<file path="config.mk">
export PLATFORM = sky130hd
export DESIGN_NAME = fpu_issue_ctrl
export DESIGN_NICKNAME = d
export VERILOG_FILES = /design/src/rtl/fpu_pkg.sv /design/src/rtl/fpu_issue_ctrl.sv
export SDC_FILE = /design/constraint.sdc
export NUM_CORES = 1
export LEC_CHECK = 0
export BUFFER_PORTS_ARGS = -buffer_cell sky130_fd_sc_hd__buf_2
export CAP_MARGIN = 40
export CORE_ASPECT_RATIO = 1.5
export CORE_MARGIN = 3
export CORE_UTILIZATION = 50
export DETAILED_ROUTE_END_ITERATION = 8
export GPL_ROUTABILITY_DRIVEN = 0
export PLACE_DENSITY = 0.85
export SYNTH_ARGS = -nofsm -noshare
export SYNTH_HDL_FRONTEND = slang
export SYNTH_SLANG_ARGS = --single-unit
</file>
<file path="constraint.sdc">
create_clock -name clk -period 3.67 [get_ports clk]
set_input_delay 0.367 -clock clk [delete_from_list [all_inputs] [get_ports clk]]
set_output_delay 0.367 -clock clk [all_outputs]
set_load 0.01 [all_outputs]
</file>
<file path="src/rtl/fpu_pkg.sv">
// ---------------------------------------------------------------------------
// fpu_pkg -- shared definitions for the FPU issue controller.
//   * funct7 opcode constants for the supported operations
//   * issue FSM state encoding
//   * bit positions of the IEEE exception flags {NV,DZ,OF,UF,NX}
//   * helper deciding whether an opcode is handled by the FPU pipeline
// ---------------------------------------------------------------------------
package fpu_pkg;

    localparam logic [6:0] F7_ADD = 7'b0000000;
    localparam logic [6:0] F7_SUB = 7'b0000100;
    localparam logic [6:0] F7_MUL = 7'b0001000;

    localparam int FLAG_NV = 4;
    localparam int FLAG_DZ = 3;
    localparam int FLAG_OF = 2;
    localparam int FLAG_UF = 1;
    localparam int FLAG_NX = 0;

    // Flags reported for an opcode the pipeline does not implement.
    localparam logic [4:0] FLAGS_ILLEGAL = 5'(1 << FLAG_NV);

    typedef enum logic [1:0] {
        ST_IDLE = 2'd0,
        ST_EXEC = 2'd1,
        ST_RESP = 2'd2
    } fpu_state_e;

    function automatic logic is_supported(input logic [6:0] funct7);
        return (funct7 == F7_ADD) || (funct7 == F7_SUB) || (funct7 == F7_MUL);
    endfunction

endpackage

</file>
<file path="src/rtl/fpu_issue_ctrl.sv">
// ---------------------------------------------------------------------------
// fpu_issue_ctrl -- single-outstanding issue controller for a fixed-latency
// FPU pipeline instantiated by the parent.
//
// Parameters
//   RES_LAT  : clock edges from the first EXEC cycle to a valid fpu_result
//   FLAG_LAT : clock edges from the first EXEC cycle to a valid fpu_flags
//              (FLAG_LAT >= RES_LAT, FLAG_LAT <= 8 for the 3-bit counter)
//
// Ports
//   clk, nrst                 clock, asynchronous active-low reset
//   req_valid/req_ready       request handshake
//   req_op1/op2/frm/funct7/tag  request payload
//   fpu_fp1/fp2/frm/funct7    operands held steady for the FPU
//   fpu_result/fpu_flags      FPU outputs, sampled at fixed latencies
//   resp_valid/resp_ready     response handshake
//   resp_result/flags/tag     captured response
//   fflags, fflags_clr        accrued sticky flags and their clear
//
// Build option: define FPU_ISSUE_FLAG_ACCRUE_EN to build the sticky flag
// accumulator; otherwise fflags is tied to zero.
// ---------------------------------------------------------------------------
module fpu_issue_ctrl
    import fpu_pkg::*;
#(
    parameter int RES_LAT  = 2,
    parameter int FLAG_LAT = 3
) (
    input  logic        clk,
    input  logic        nrst,
    input  logic        req_valid,
    output logic        req_ready,
    input  logic [31:0] req_op1,
    input  logic [31:0] req_op2,
    input  logic [2:0]  req_frm,
    input  logic [6:0]  req_funct7,
    input  logic [4:0]  req_tag,
    output logic [31:0] fpu_fp1,
    output logic [31:0] fpu_fp2,
    output logic [2:0]  fpu_frm,
    output logic [6:0]  fpu_funct7,
    input  logic [31:0] fpu_result,
    input  logic [4:0]  fpu_flags,
    output logic        resp_valid,
    input  logic        resp_ready,
    output logic [31:0] resp_result,
    output logic [4:0]  resp_flags,
    output logic [4:0]  resp_tag,
    output logic [4:0]  fflags,
    input  logic        fflags_clr
);

    // Counter holds k-1 during EXEC cycle k, so cycle k ends when it equals k-1.
    localparam logic [2:0] RES_LAST  = 3'(RES_LAT - 1);
    localparam logic [2:0] FLAG_LAST = 3'(FLAG_LAT - 1);

    fpu_state_e  state_q, state_d;
    logic [2:0]  cnt_q, cnt_d;
    logic        accept;
    logic        handshake;

    logic [31:0] fp1_q, fp2_q, result_q;
    logic [2:0]  frm_q;
    logic [6:0]  funct7_q;
    logic [4:0]  tag_q, flags_q;

    always_ff @(posedge clk or negedge nrst) begin
        if (!nrst) begin
            state_q <= ST_IDLE;
            cnt_q   <= 3'd0;
        end else begin
            state_q <= state_d;
            cnt_q   <= cnt_d;
        end
    end

    always_comb begin
        state_d    = state_q;
        cnt_d      = cnt_q;
        req_ready  = 1'b0;
        resp_valid = 1'b0;
        accept     = 1'b0;
        handshake  = 1'b0;
        case (state_q)
            ST_IDLE: begin
                req_ready = 1'b1;
                if (req_valid) begin
                    accept  = 1'b1;
                    cnt_d   = 3'd0;
                    state_d = is_supported(req_funct7) ? ST_EXEC : ST_RESP;
                end
            end
            ST_EXEC: begin
                cnt_d = cnt_q + 3'd1;
                if (cnt_q == FLAG_LAST) begin
                    state_d = ST_RESP;
                end
            end
            ST_RESP: begin
                resp_valid = 1'b1;
                if (resp_ready) begin
                    handshake = 1'b1;
                    state_d   = ST_IDLE;
                end
            end
            default: state_d = ST_IDLE;
        endcase
    end

    // Operands are only rewritten on accept, so the FPU sees stable inputs
    // across its whole latency and while the response waits.
    always_ff @(posedge clk or negedge nrst) begin
        if (!nrst) begin
            fp1_q    <= '0;
            fp2_q    <= '0;
            frm_q    <= '0;
            funct7_q <= '0;
            tag_q    <= '0;
            result_q <= '0;
            flags_q  <= '0;
        end else if (accept) begin
            fp1_q    <= req_op1;
            fp2_q    <= req_op2;
            frm_q    <= req_frm;
            funct7_q <= req_funct7;
            tag_q    <= req_tag;
            if (!is_supported(req_funct7)) begin
                result_q <= 32'h0;
                flags_q  <= FLAGS_ILLEGAL;
            end
        end else if (state_q == ST_EXEC) begin
            if (cnt_q == RES_LAST) begin
                result_q <= fpu_result;
            end
            if (cnt_q == FLAG_LAST) begin
                flags_q <= fpu_flags;
            end
        end
    end

    assign fpu_fp1     = fp1_q;
    assign fpu_fp2     = fp2_q;
    assign fpu_frm     = frm_q;
    assign fpu_funct7  = funct7_q;
    assign resp_result = result_q;
    assign resp_flags  = flags_q;
    assign resp_tag    = tag_q;

`ifdef FPU_ISSUE_FLAG_ACCRUE_EN
    logic [4:0] fflags_q;

    // A clear coinciding with a handshake keeps only the new response's flags.
    always_ff @(posedge clk or negedge nrst) begin
        if (!nrst) begin
            fflags_q <= '0;
        end else if (fflags_clr && handshake) begin
            fflags_q <= flags_q;
        end else if (fflags_clr) begin
            fflags_q <= '0;
        end else if (handshake) begin
            fflags_q <= fflags_q | flags_q;
        end
    end

    assign fflags = fflags_q;
`else
    logic unused_accrue;
    assign unused_accrue = fflags_clr ^ handshake;
    assign fflags        = 5'b0;
`endif

endmodule

</file>
# Word-level counts from Yosys, hierarchy flattened
# Index checks and enable logic that the tools add are counted.
# classes
n_reduce_logical	12
eq_ne	10
mux	19
n_addsub	1
# op_table
cell	n
32-bit 2-to-1 mux	4
5-bit 2-to-1 mux	4
3-bit AND reduction	3
2-bit 2-to-1 mux	4
2-bit inequality test, second input constant	4
2-bit nonzero test	4
7-bit by 3-bit equality test with 1-bit output, second input constant	1
7-bit by 4-bit equality test with 1-bit output, second input constant	1
7-bit logical NOT	1
2-bit case mux with 3 select lines	1
3-bit case mux with 2 select lines	1
1-bit 2-to-1 mux	4
3-bit by 1-bit adder with 3-bit output, second input constant	1
3-bit by 1-bit equality test with 1-bit output, second input constant	1
3-bit by 2-bit equality test with 1-bit output, second input constant	1
3-bit 2-to-1 mux	1
2-bit by 1-bit equality test with 1-bit output, second input constant	1
2-bit equality test, second input constant	1
2-bit logical NOT	1
1-bit logical OR	2
2-bit AND reduction	1
# word_totals
word_cells	51
out_inout_bits	123
regBits	121
in_bits	121

# Depth between registers and ports, before layout
# depth
ltp_word	6
depth_mapped	7
mapped_depth_nobuf	5

# Least setup slack after synthesis
# OpenSTA, ideal clock, no wires.
# synth_path
path_type	register to register
start	register state_q[1]
end	register fp2_q[17] (netlist: fpu_fp2[17])
t_required_ns	3.553
slack_ns	2.209
period_less_slack_ns	1.461
setup_ns	0.117
n_path_buf	4
t_arrival_ns	1.344
path_stages_with_launch	8
cell_sequence	dfrtp_1 -> buf_2 -> or3b_1 -> buf_2 -> buf_6 -> buf_6 -> nand2_1 -> nand2_1
# synth_between
elab_chain_cells	2
# synth_rtl
item	line_no	rtl
start, declared	fpu_issue_ctrl.sv:57	fpu_state_e state_q, state_d;
start signal, assigned	fpu_issue_ctrl.sv:72	state_q <= state_d;
2-bit logical NOT	fpu_issue_ctrl.sv:84	case (state_q)
1-bit 2-to-1 mux	fpu_issue_ctrl.sv:84	
end signal, assigned	fpu_issue_ctrl.sv:123	fp2_q <= req_op2;
end, declared	fpu_issue_ctrl.sv:62	logic [31:0] fp1_q, fp2_q, result_q;
# No other way between the ends.
# A chain may end at the register's enable or synchronous reset.

# Worst setup path after layout
# layout_path
start	register state_q[0]
end	register fp1_q[6] (netlist: fpu_fp1[6])
# layout_between
elab_chain_cells	2
# layout_rtl
item	line_no	rtl
2-bit logical NOT	fpu_issue_ctrl.sv:84	
1-bit 2-to-1 mux	fpu_issue_ctrl.sv:84	
end signal, assigned	fpu_issue_ctrl.sv:122	fp1_q <= req_op1;
end, declared	fpu_issue_ctrl.sv:62	
# No other way between the ends.

==> qor.yml <==
end_kind: "flip-flop"
synth.distinct_cells: 28
hold_path.class: "input pin to async pin"
final_cell_mix: "273 x nand2_1, 236 x buf_2, 121 x dfrtp_1"
cts_max_path_buffers: 2
initial_utilization_pct: 52.07
ys_seq_elements: 121
run_status: "completed"
grt_pass1_vias: 4739
required_ns: 4.00
drive_gt1_share_pct: 34.69
fmax_mhz: 537.5
setup_viol: 0
reg2regPathDepth: 4
overflow: 0
hold_violations: 0
area_growth_pct: 33.97
grt_usage_pct: 24.47
p_per_area_nw_per_um2: 629.1
cts_made_buffers: 17
maxCapViolations: 0
leakage_uw: 0.003944
slew_headroom_pct: 45.23
fin_crit_ns: 1.860
report.final.slew_viol_count: 0
ir_drop_uv: 330.7
grt_max_degree: 65
die_y_um: 130.1
ant_nets: 0
final_common_cell: "nand2_1"
pre_cts_ws_ns: 1.816
synth_top_area_cell: "dfrtp_1"
ys.flop_type: "dfrtp_1"
rsz0062_at_grt: "no"
async_flop_share_pct: 100.0
cp-start-kind: "flip-flop"
antenna-diode-count: 0
post_synth.cell_area_avg_um2: 8.908
insertion_delay_ns: 0.40
worstPathMaxFanout: 49
nFillCells: 765
worst_slack_ns: 1.810
die_area_um2: 11540
synthesis.area_um2: 5131
postCtsSetupRepairBufs: 0
first_pass_iters: 6
rr_startpoint: "state_q[0]"
yosysWarningCount: 0
ioPinCount: 244
finalSetupTns_ns: 0
clock_skew_ns: 0.009930
cts_tree: "yes"
drt_iter0_drc: 292
num_rows: 44
dp_hpwl_mm: 10.06
critPathKind: "flip-flop to flip-flop"
antenna_found_initial: 0
fp.dieW_um: 88.72
synth.top_cell.area_share_pct: 59.01
wl_mm: 14.11
worst-endpoint-arrival_ns: 2.19
holdBufCountCts: 0
wire_per_inst_um: 15.20
core-area_um2: 9854
via_per_inst: 5.325
ctsResizeCount: 0
dr_total_vias: 4942
remaining_drc_errors: 0
cts_sinks: 121
r2r-end: "fpu_fp1[6]"
io_buffers: 237
ff2ff_setup_slack_ns: 1.81
worst_pin_slew_ns: 0.8216
htreeDepth: 4
synth.area.top_cells: "dfrtp_1 59%, nand2_1 20%, nand3_1 6.5%"
nNetsFinal: 924
yosysSeqAreaShare_pct: 59.01
synth_edf_count: 0
grt_pass1_wl_mm: 22.06
root_buffer: "clkbuf_16"
clk_pin_slew_ns: 0.06
synthCells: 576
finalCritPeriodShare_pct: 50.69
cell usage after synthesis (2+ instances only):
library cell,number
nor2b_1,2
buf_4,5
and4bb_1,2
nor2_1,2
buf_6,8
ha_1,3
nand2b_1,2
o21ai_1,3
nand4_1,32
dfrtp_1,121
buf_2,16
nand2_1,273
inv_1,7
o31ai_1,4
clkbuf_1,15
buf_1,3
nand3_1,67
metal layers:
metal,up-vias,GRT usage (%),wire [um],part of all wire (%)
met1,2312,29.16,5204,37
li1,2305,-,-,-
met4,0,10.50,425,3.0
met3,41,5.243,1205,8.5
met5,-,0,0,0
met2,284,42.13,7272,52
cell families after synthesis:
group	Yosys count	share of synthesized area (%)
AND/OR/NAND/NOR	385	32.50
adder cells (fa/ha/maj)	3	0.7316
other	1	0.07308
XOR/XNOR	1	0.1707
buffers and inverters	54	5.877
flip-flops	121	59.01
AO/OA/AOI/OAI	11	1.634
power by group:
group / internal (uW) / switching, uW
clock: 945 / 571
combinational: 390 / 617
sequential: 1640 / 162
total: 2970 / 1350
registers in the layout (all words and copies together) (netlist names):
register and cells:
cnt_q 3, fpu_fp1 32, fpu_fp2 32, fpu_frm 3
fpu_funct7 7, resp_flags 5, resp_result 32, resp_tag 5
state_q 2
worst max-delay path, cell delays in order (launching register included):
cell and delay (ns):
dfrtp_1 0.53, or3b_4 0.60, buf_4 0.46, nand2_1 0.11, nand2_1 0.09
worst max path at each step:
stage,from,end,slack [ns],cells after the start
6_report,state_q[0],fpu_fp1[6],1.81,4
5_1_grt,state_q[0],fpu_fp2[25],1.62,4
4_1_cts,state_q[0],fpu_fp1[6],1.78,4
3_5_place_dp,state_q[0],fpu_fp2[3],1.82,4
3_3_place_gp,req_funct7[0],resp_flags[4],1.76,4
2_1_floorplan,state_q[1],fpu_fp2[17],2.21,7
metrics by stage:
stage / instances / utilization (%) / power, uW / cell area, um2 / hold WS, ns
CTS: 928 / 69.76 / 4367 / 6874 / 0.06703
detailed placement: 896 / 64.17 / 2841 / 6324 / 0.4569
floorplan: 580 / - / 2332 / 5146 / 0.07141
finish: 928 / 69.76 / 4324 / 6874 / 0.04803
global route: 928 / 69.76 / 4568 / 6874 / 0.1112
global placement: 894 / 63.86 / 2785 / 6294 / 0.4534
area by class of cell:
| type | instances | area, um2 | share of cell area, % |
|---|---|---|---|
| Clock buffer | 21 | 450.4 | 6.553 |
| Clock inverter | 11 | 100.1 | 1.456 |
| Inverter | 7 | 26.28 | 0.3822 |
| Multi-Input combinational cell | 405 | 1839 | 26.76 |
| Sequential cell | 121 | 3028 | 44.05 |
| Tap cell | 115 | 143.9 | 2.093 |
| Timing Repair Buffer | 248 | 1286 | 18.71 |
Power figures use the tool's default switching activity.
